===== src/rtl/lgn_pixel_packer.sv =====
// lgn_pixel_packer: binarizes a grayscale pixel stream and packs 8 pixels
// per byte into the logic-gate-network classifier's input shift register.
module lgn_pixel_packer #(
  parameter int PIXELS        = 784,
  parameter int SETTLE_CYCLES = 2
) (
  input  logic       clk,
  input  logic       rst_n,
  input  logic [7:0] pix_data,
  input  logic       pix_valid,
  input  logic       pix_sof,
  output logic       pix_ready,
  input  logic [7:0] threshold,
  output logic [7:0] out_byte,
  output logic       write_enable,
  output logic       busy,
  output logic       frame_done,
  output logic       sof_error
);

  localparam int CW = $clog2(PIXELS);
  localparam int SW = $clog2(SETTLE_CYCLES + 1);
  localparam logic [CW-1:0] LAST  = CW'(PIXELS - 1);
  localparam logic [SW-1:0] SLAST = SW'(SETTLE_CYCLES - 1);

  typedef enum logic [1:0] {
    IDLE,
    PACK,
    SETTLE
  } state_t;

  state_t        state, state_d;
  logic [CW-1:0] cnt, cnt_d;
  logic [SW-1:0] scnt, scnt_d;
  logic [7:0]    pack, pack_d;
  logic [7:0]    thr_q, thr_d;
  logic [7:0]    byte_d;
  logic          we_d, done_d, err_d;

  logic          acc, sof_acc, bin;
  logic [7:0]    thr_use, shifted;

  assign pix_ready = (state != SETTLE);
  assign busy      = (state != IDLE);
  assign acc       = pix_valid & pix_ready;
  assign sof_acc   = acc & pix_sof;
  // An SOF pixel is binarized against the threshold being latched with it
  assign thr_use   = sof_acc ? threshold : thr_q;
  assign bin       = (pix_data >= thr_use);
  assign shifted   = {pack[6:0], bin};

  always_comb begin
    state_d = state;
    cnt_d   = cnt;
    scnt_d  = scnt;
    pack_d  = pack;
    thr_d   = thr_q;
    byte_d  = out_byte;
    we_d    = 1'b0;
    done_d  = 1'b0;
    err_d   = 1'b0;
    unique case (state)
      IDLE: begin
        if (sof_acc) begin
          state_d = PACK;
          thr_d   = threshold;
          pack_d  = {7'b0, bin};
          cnt_d   = CW'(1);
        end
      end
      PACK: begin
        if (sof_acc) begin
          err_d  = 1'b1;
          thr_d  = threshold;
          pack_d = {7'b0, bin};
          cnt_d  = CW'(1);
        end else if (acc) begin
          pack_d = shifted;
          cnt_d  = cnt + CW'(1);
          if (cnt[2:0] == 3'd7) begin
            we_d   = 1'b1;
            byte_d = shifted;
          end
          if (cnt == LAST) begin
            state_d = SETTLE;
            cnt_d   = '0;
            scnt_d  = '0;
          end
        end
      end
      SETTLE: begin
        scnt_d = scnt + SW'(1);
        if (scnt == SLAST) begin
          state_d = IDLE;
          scnt_d  = '0;
          done_d  = 1'b1;
        end
      end
      default: state_d = IDLE;
    endcase
  end

  always_ff @(posedge clk or negedge rst_n) begin
    if (!rst_n) begin
      state        <= IDLE;
      cnt          <= '0;
      scnt         <= '0;
      pack         <= '0;
      thr_q        <= '0;
      out_byte     <= '0;
      write_enable <= 1'b0;
      frame_done   <= 1'b0;
      sof_error    <= 1'b0;
    end else begin
      state        <= state_d;
      cnt          <= cnt_d;
      scnt         <= scnt_d;
      pack         <= pack_d;
      thr_q        <= thr_d;
      out_byte     <= byte_d;
      write_enable <= we_d;
      frame_done   <= done_d;
      sof_error    <= err_d;
    end
  end

endmodule


===== config.mk =====
export PLATFORM = sky130hd
export DESIGN_NAME = lgn_pixel_packer
export DESIGN_NICKNAME = d
export VERILOG_FILES = /design/src/rtl/lgn_pixel_packer.sv
export SDC_FILE = /design/constraint.sdc
export NUM_CORES = 1
export LEC_CHECK = 0
export BUFFER_PORTS_ARGS = -buffer_cell sky130_fd_sc_hd__buf_2
export CAP_MARGIN = 20
export CORE_UTILIZATION = 54
export CTS_CLUSTER_SIZE = 16
export DETAILED_ROUTE_END_ITERATION = 8
export GPL_TIMING_DRIVEN = 0
export PLACE_DENSITY = 0.75
export SYNTH_ARGS = -nofsm -noshare
export SYNTH_HDL_FRONTEND = slang
export SYNTH_SLANG_ARGS = --single-unit
export TNS_END_PERCENT = 100

===== constraint.sdc =====
create_clock -name clk -period 3.15 [get_ports clk]
set_input_delay 0.315 -clock clk [delete_from_list [all_inputs] [get_ports clk]]
set_output_delay 0.315 -clock clk [all_outputs]
set_load 0.005 [all_outputs]

Word level (Yosys, flattened, before mapping)
Cells that the tools add are included.
{"block": "totals", "latchBits": 0, "n_memories": 0, "out_inout_bits": 13, "rom_bits": 0, "ram_bits": 0, "ff_bits": 40}
{"block": "classes", "div_mod_pow": 0, "n_lt_le_gt_ge": 1, "n_reduce_logical": 9, "mux": 29, "bitwise_logic": 3, "n_mul": 0, "add_sub_neg": 2, "n_eq_ne": 12, "n_shift": 0}
{"cell": "$mux W10", "n": 4}
{"cell": "$mux W7", "n": 3}
{"cell": "$pmux W10 S2", "n": 1}
{"cell": "$mux W2", "n": 9}
{"cell": "$pmux W7 S2", "n": 1}
{"cell": "$ne A2 B2 Y1 const B", "n": 6}
{"cell": "$add A10 B1 Y10 const B", "n": 1}
{"cell": "$eq A10 B10 Y1 const B", "n": 1}
{"cell": "$ge A8 B8 Y1", "n": 1}
{"cell": "$mux W1", "n": 8}
{"cell": "$mux W8", "n": 1}
{"cell": "$reduce_and A4 Y1", "n": 2}
{"cell": "$pmux W2 S3", "n": 1}
{"cell": "$reduce_bool A2 Y1", "n": 3}
{"cell": "$reduce_and A5 Y1", "n": 1}
{"cell": "$eq A2 B1 Y1 const B", "n": 2}
{"cell": "$pmux W2 S2", "n": 1}
{"cell": "$eq A3 B3 Y1 const B", "n": 1}
{"cell": "$ne A3 B3 Y1 const B", "n": 1}
{"cell": "$reduce_and A3 Y1", "n": 1}
{"cell": "$add A2 B1 Y2 const B", "n": 1}
{"cell": "$and A1 B1 Y1", "n": 2}
{"cell": "$eq A2 B2 Y1 const B", "n": 1}
{"cell": "$logic_not A2 Y1", "n": 1}
{"cell": "other kinds (2)", "n": 2}

Logic depth before layout (Yosys ltp)
{"block": "logic_depth", "ltp_word": 8, "mapped_depth": 9, "ltp_nobuf": 8}

Worst setup path before layout
OpenSTA, ideal clock, no wires.
{"block": "synth_timing", "kind": "register to register", "from": "register state[1]", "to": "register pack[0]", "arrival_time_ps": 2076, "path_stages_with_launch": 9, "slack_ps": 940, "setup_time_ps": 134, "cell_sequence": "dfrtp_1 > nor2b_1 > nor2_2 > mux2_2 > ha_1 > nor2b_1 > o21ai_0 > a41oi_1 > o21ai_0"}
{"block": "synth_via", "elab_chain_cells": 8, "word_cells_on_any_way": 15, "classes_between": "1 x order compare; 4 x eq/ne; 5 x mux; 2 x bitwise; 3 x reduce/logical"}
{"element": "start: declaration", "line_no": "32", "text": "state_t state, state_d;"}
{"element": "start signal: assignment", "line_no": "115", "text": "state <= state_d;"}
{"element": "$ne A2 B2 Y1 (*)", "line_no": "43", "text": "assign pix_ready = (state != SETTLE);"}
{"element": "$and A1 B1 Y1 (*)", "line_no": "45", "text": "assign acc = pix_valid & pix_ready;"}
{"element": "$and A1 B1 Y1 (*)", "line_no": "46", "text": "assign sof_acc = acc & pix_sof;"}
{"element": "$mux W8 (*)"}
{"element": "named net thr_use[0]", "line_no": "41", "text": "logic [7:0] thr_use, shifted;"}
{"element": "$ge A8 B8 Y1 (*)", "line_no": "49", "text": "assign bin = (pix_data >= thr_use);"}
{"element": "$mux W7", "line_no": "77", "text": "end else if (acc) begin"}
{"element": "$mux W7", "line_no": "72", "text": "if (sof_acc) begin"}
{"element": "$pmux W7 S2 (*)", "line_no": "62", "text": "unique case (state)"}
{"element": "end signal: assignment", "line_no": "118", "text": "pack <= pack_d;"}
{"element": "end: declaration", "line_no": "35", "text": "logic [7:0] pack, pack_d;"}
Mark *: on every way through the listed nets, which the timed path passes. The rest lies on a longest branch. The select of a mux whose other input is x is not followed.
A chain may end at the register's enable or synchronous reset.

Worst setup path in the final report
{"block": "layout_timing", "from": "register state[1]", "to": "register pack[0]"}
{"block": "layout_via", "elab_chain_cells": 8, "word_cells_on_any_way": 15, "classes_between": "1 x order compare; 4 x eq/ne; 5 x mux; 2 x bitwise; 3 x reduce/logical"}
{"element": "$ne A2 B2 Y1", "line_no": "43"}
{"element": "$and A1 B1 Y1", "line_no": "45"}
{"element": "$and A1 B1 Y1", "line_no": "46"}
{"element": "$mux W8"}
{"element": "$ge A8 B8 Y1", "line_no": "49"}
{"element": "$mux W7", "line_no": "77"}
{"element": "$mux W7", "line_no": "72"}
{"element": "$pmux W7 S2", "line_no": "62"}
Parallel ways exist; a longest one is shown, timed or not. The select of a mux whose other input is x is not followed.

==> results.yml <==
outcome:
  status: "complete, no violations"
worst_setup_path:
  crit_fanout: 8
  cp-endpoint: "pack[0]$_DFFE_PN0P_"
  worstReg2RegEnd: "pack[0]$_DFFE_PN0P_"
  worstPathArrival_ps: 2840
  end_kind: "flop"
  path_buf_inv: 0
  crit_top_cell: "o21ai_0"
  rr_startpoint: "state[1]$_DFFE_PN0P_"
  required_ps: 3380
  cp-startpoint: "state[1]$_DFFE_PN0P_"
  worstSetupPathType: "flop to flop"
  start_kind: "flop"
  ff2ff_path_depth: 8
  slowest_stage: "nor2_2"
  ff2ff_setup_slack_ps: 540
  max_stage_delay_ps: 490
  path_cells: "nor2b_1 -> nor2_2 -> mux2i_1 -> ha_1 -> a211oi_1 -> o21ai_0 -> a41oi_1 -> o21ai_0"
  crit_cells: 8
  critPathTopFamily: "compound AO/OA/AOI/OAI gates"
routing:
  drt_iter0_markers: 45
  first_pass_iters: 4
  drc: 0
  routed_via_density: 5.59
  ant_nets: 0
  wire_per_inst_um: 13.5
  vias: 1419
  drt_wl_total_um: 3430
logic_synthesis:
  synth.avg_cell_area_um2: 11.5
  yosysWarnings: 0
  synth_edf_count: 0
  ys_ff_latch: 40
  synth_seq_area_share_pct: 51.8
  netlist_area_um2: 1930
  synth_cell_types: 37
  synth-async-reset-ratio_pct: 100
  synth_nets: 198
  synthFlopType: "dfrtp_1"
  synth_area_leaders: "dfrtp_1 (52%), mux2_2 (9.3%), ha_1 (6.5%)"
  synth_commonest_cells: "dfrtp_1 (40), mux2_2 (16), nand2_1 (15)"
  synth_top_area_share_pct: 51.8
  synthCells: 168
  yosysTopAreaCell: "dfrtp_1"
  synth_most_common_cell: "dfrtp_1"
global_routing:
  grt_max_degree: 41
  grt_pass1_wl_um: 5520
  grt_overflow: 0
  antenna_found_initial: 0
  grt_pass1_vias: 1335
  grt.total_usage_pct: 20.3
pwr:
  pwr-share-comb_pct: 17.3
  switching_share_pct: 27.1
  power_frac_clock_pct: 29.4
  p_leak_nw: 1.08
  pwr_density_cell_nw_per_um2: 518
  seq_power_share_pct: 53.3
  peakVddDrop_uv: 315
  intPower_mw: 0.843
  p_sw_mw: 0.314
finish:
  fin_area_um2: 2230
  layout-drive-gt1-share_pct: 29.8
  fin_util_pct: 65.9
  syn_to_final_growth_pct: 15.7
  num_antenna_cells: 0
  instances_no_fill: 254
  nNetsFinal: 237
  fillCellCount: 270
timing:
  tns_ps: 0
  holdWs_ps: 64.8
  fmax_mhz: 383
  finalCritPeriodShare_pct: 82.8
  layout_min_cycle_time_ps: 2610
  setup_viol: 0
  fin_skew_ps: 11.9
  tightest_slew_ps: 840
  maxSlewHeadroom_pct: 44.0
  rsz0062_at_grt: "false"
  drv_slew: 0
  hold_violations: 0
die:
  io-pin-count: 33
  die_x_um: 61.8
  dieHeight_um: 61.8
  coreArea_um2: 3390
  start_util_pct: 57.0
  rows: 21
  dieArea_um2: 3820
cts:
  worstSkewPairLatency_ps: 340
  numCtsBuffers: 5
  clock_tree.root_cell: "clkbuf_4"
  ctsHoldBuffers: 0
  cts_buffer_depth: 2
  cts_setup_buffers: 0
  clkSlewWorstSetupHoldPaths_ps: 130
  cts_htree_levels: 2
  cts_tree: "done"
  cts_sinks: 40
  cts_resized: 0
placement:
  place_area_um2: 2150
  routabilityCongestion: 0.837
  io_buffers: 32
  hpwl_um: 2620
  dp_cells: 246
min_path:
  hold_path.class: "primary input to async pin"
run:
  drv_cap: 0
-- cells in the final DEF, fill, tap and decap left out, types with 3 or more instances in the layout --
cell type,instances
a21oi_1,6
a22o_1,6
and3_1,3
buf_2,32
clkbuf_4,5
dfrtp_1,40
ha_1,10
inv_1,3
mux2_2,16
mux2i_1,7
nand2_1,15
nand4_1,4
nor2_1,9
nor2b_1,3
nor4_1,5
o21ai_0,8
xnor2_1,7
-- power groups by stage --
stage | Clock [mW] | Sequential (mW) | Combinational, mW
2_1_floorplan | 0 | 0.619 | 0.127
3_3_place_gp | 0 | 0.621 | 0.192
3_5_place_dp | 0 | 0.627 | 0.204
4_1_cts | 0.350 | 0.616 | 0.205
5_1_grt | 0.371 | 0.624 | 0.232
6_report | 0.340 | 0.617 | 0.201
-- metrics by stage --
stage          worst slack [ps]  power, mW
2_1_floorplan               940      0.746
3_3_place_gp                611      0.814
3_5_place_dp                555      0.831
4_1_cts                     536       1.17
5_1_grt                     350       1.23
6_report                    541       1.16
-- area by class of cell --
class | count | area (um^2) | area share, %
inverters | 3 | 11.3 | 0.504
plain buffers | 4 | 20.0 | 0.896
clock inverters | 3 | 47.5 | 2.13
well taps | 46 | 57.6 | 2.58
clock buffers | 5 | 37.5 | 1.68
repair buffers | 32 | 160 | 7.17
flip-flops and latches | 40 | 1000 | 44.8
multi-input cells | 121 | 900 | 40.3
-- sequential cells by signal, indices dropped and copies added (netlist names) --
name / cells
frame_done: 1
state: 2
cnt: 10
pack: 7
sof_error: 1
write_enable: 1
out_byte: 8
scnt: 2
thr_q: 8
-- worst min path at each step --
stage	end	start	slack, ps
floorplan	cnt[0]$_DFFE_PN0P_	rst_n	20
global placement	sof_error$_DFF_PN0_	rst_n	470
detailed placement	out_byte[0]$_DFFE_PN0P_	out_byte[0]$_DFFE_PN0P_	470
CTS	out_byte[6]$_DFFE_PN0P_	rst_n	90
global route	out_byte[7]$_DFFE_PN0P_	rst_n	120
finish	out_byte[6]$_DFFE_PN0P_	rst_n	60
-- cells by family after synthesis --
| logic type | count (synthesis) | synth area share (%) |
|---|---|---|
| adders and majority gates | 10 | 6.48 |
| xor gates and xnor gates | 7 | 3.17 |
| buffers and inverters | 7 | 1.62 |
| AOI/OAI and AO/OA | 27 | 8.94 |
| DFF | 40 | 51.8 |
| muxes | 23 | 13.0 |
| and+or+nand+nor | 54 | 15.0 |
-- layer usage --
metal  vias up  GRT usage, %  share of wire (%)
met5         -             0                  0
met3         4          6.63                5.0
li1        696             -                  -
met4         0          9.21                1.3
met1       682          22.2                 42
met2        37          35.9                 52
Power figures use the tool's default switching activity.
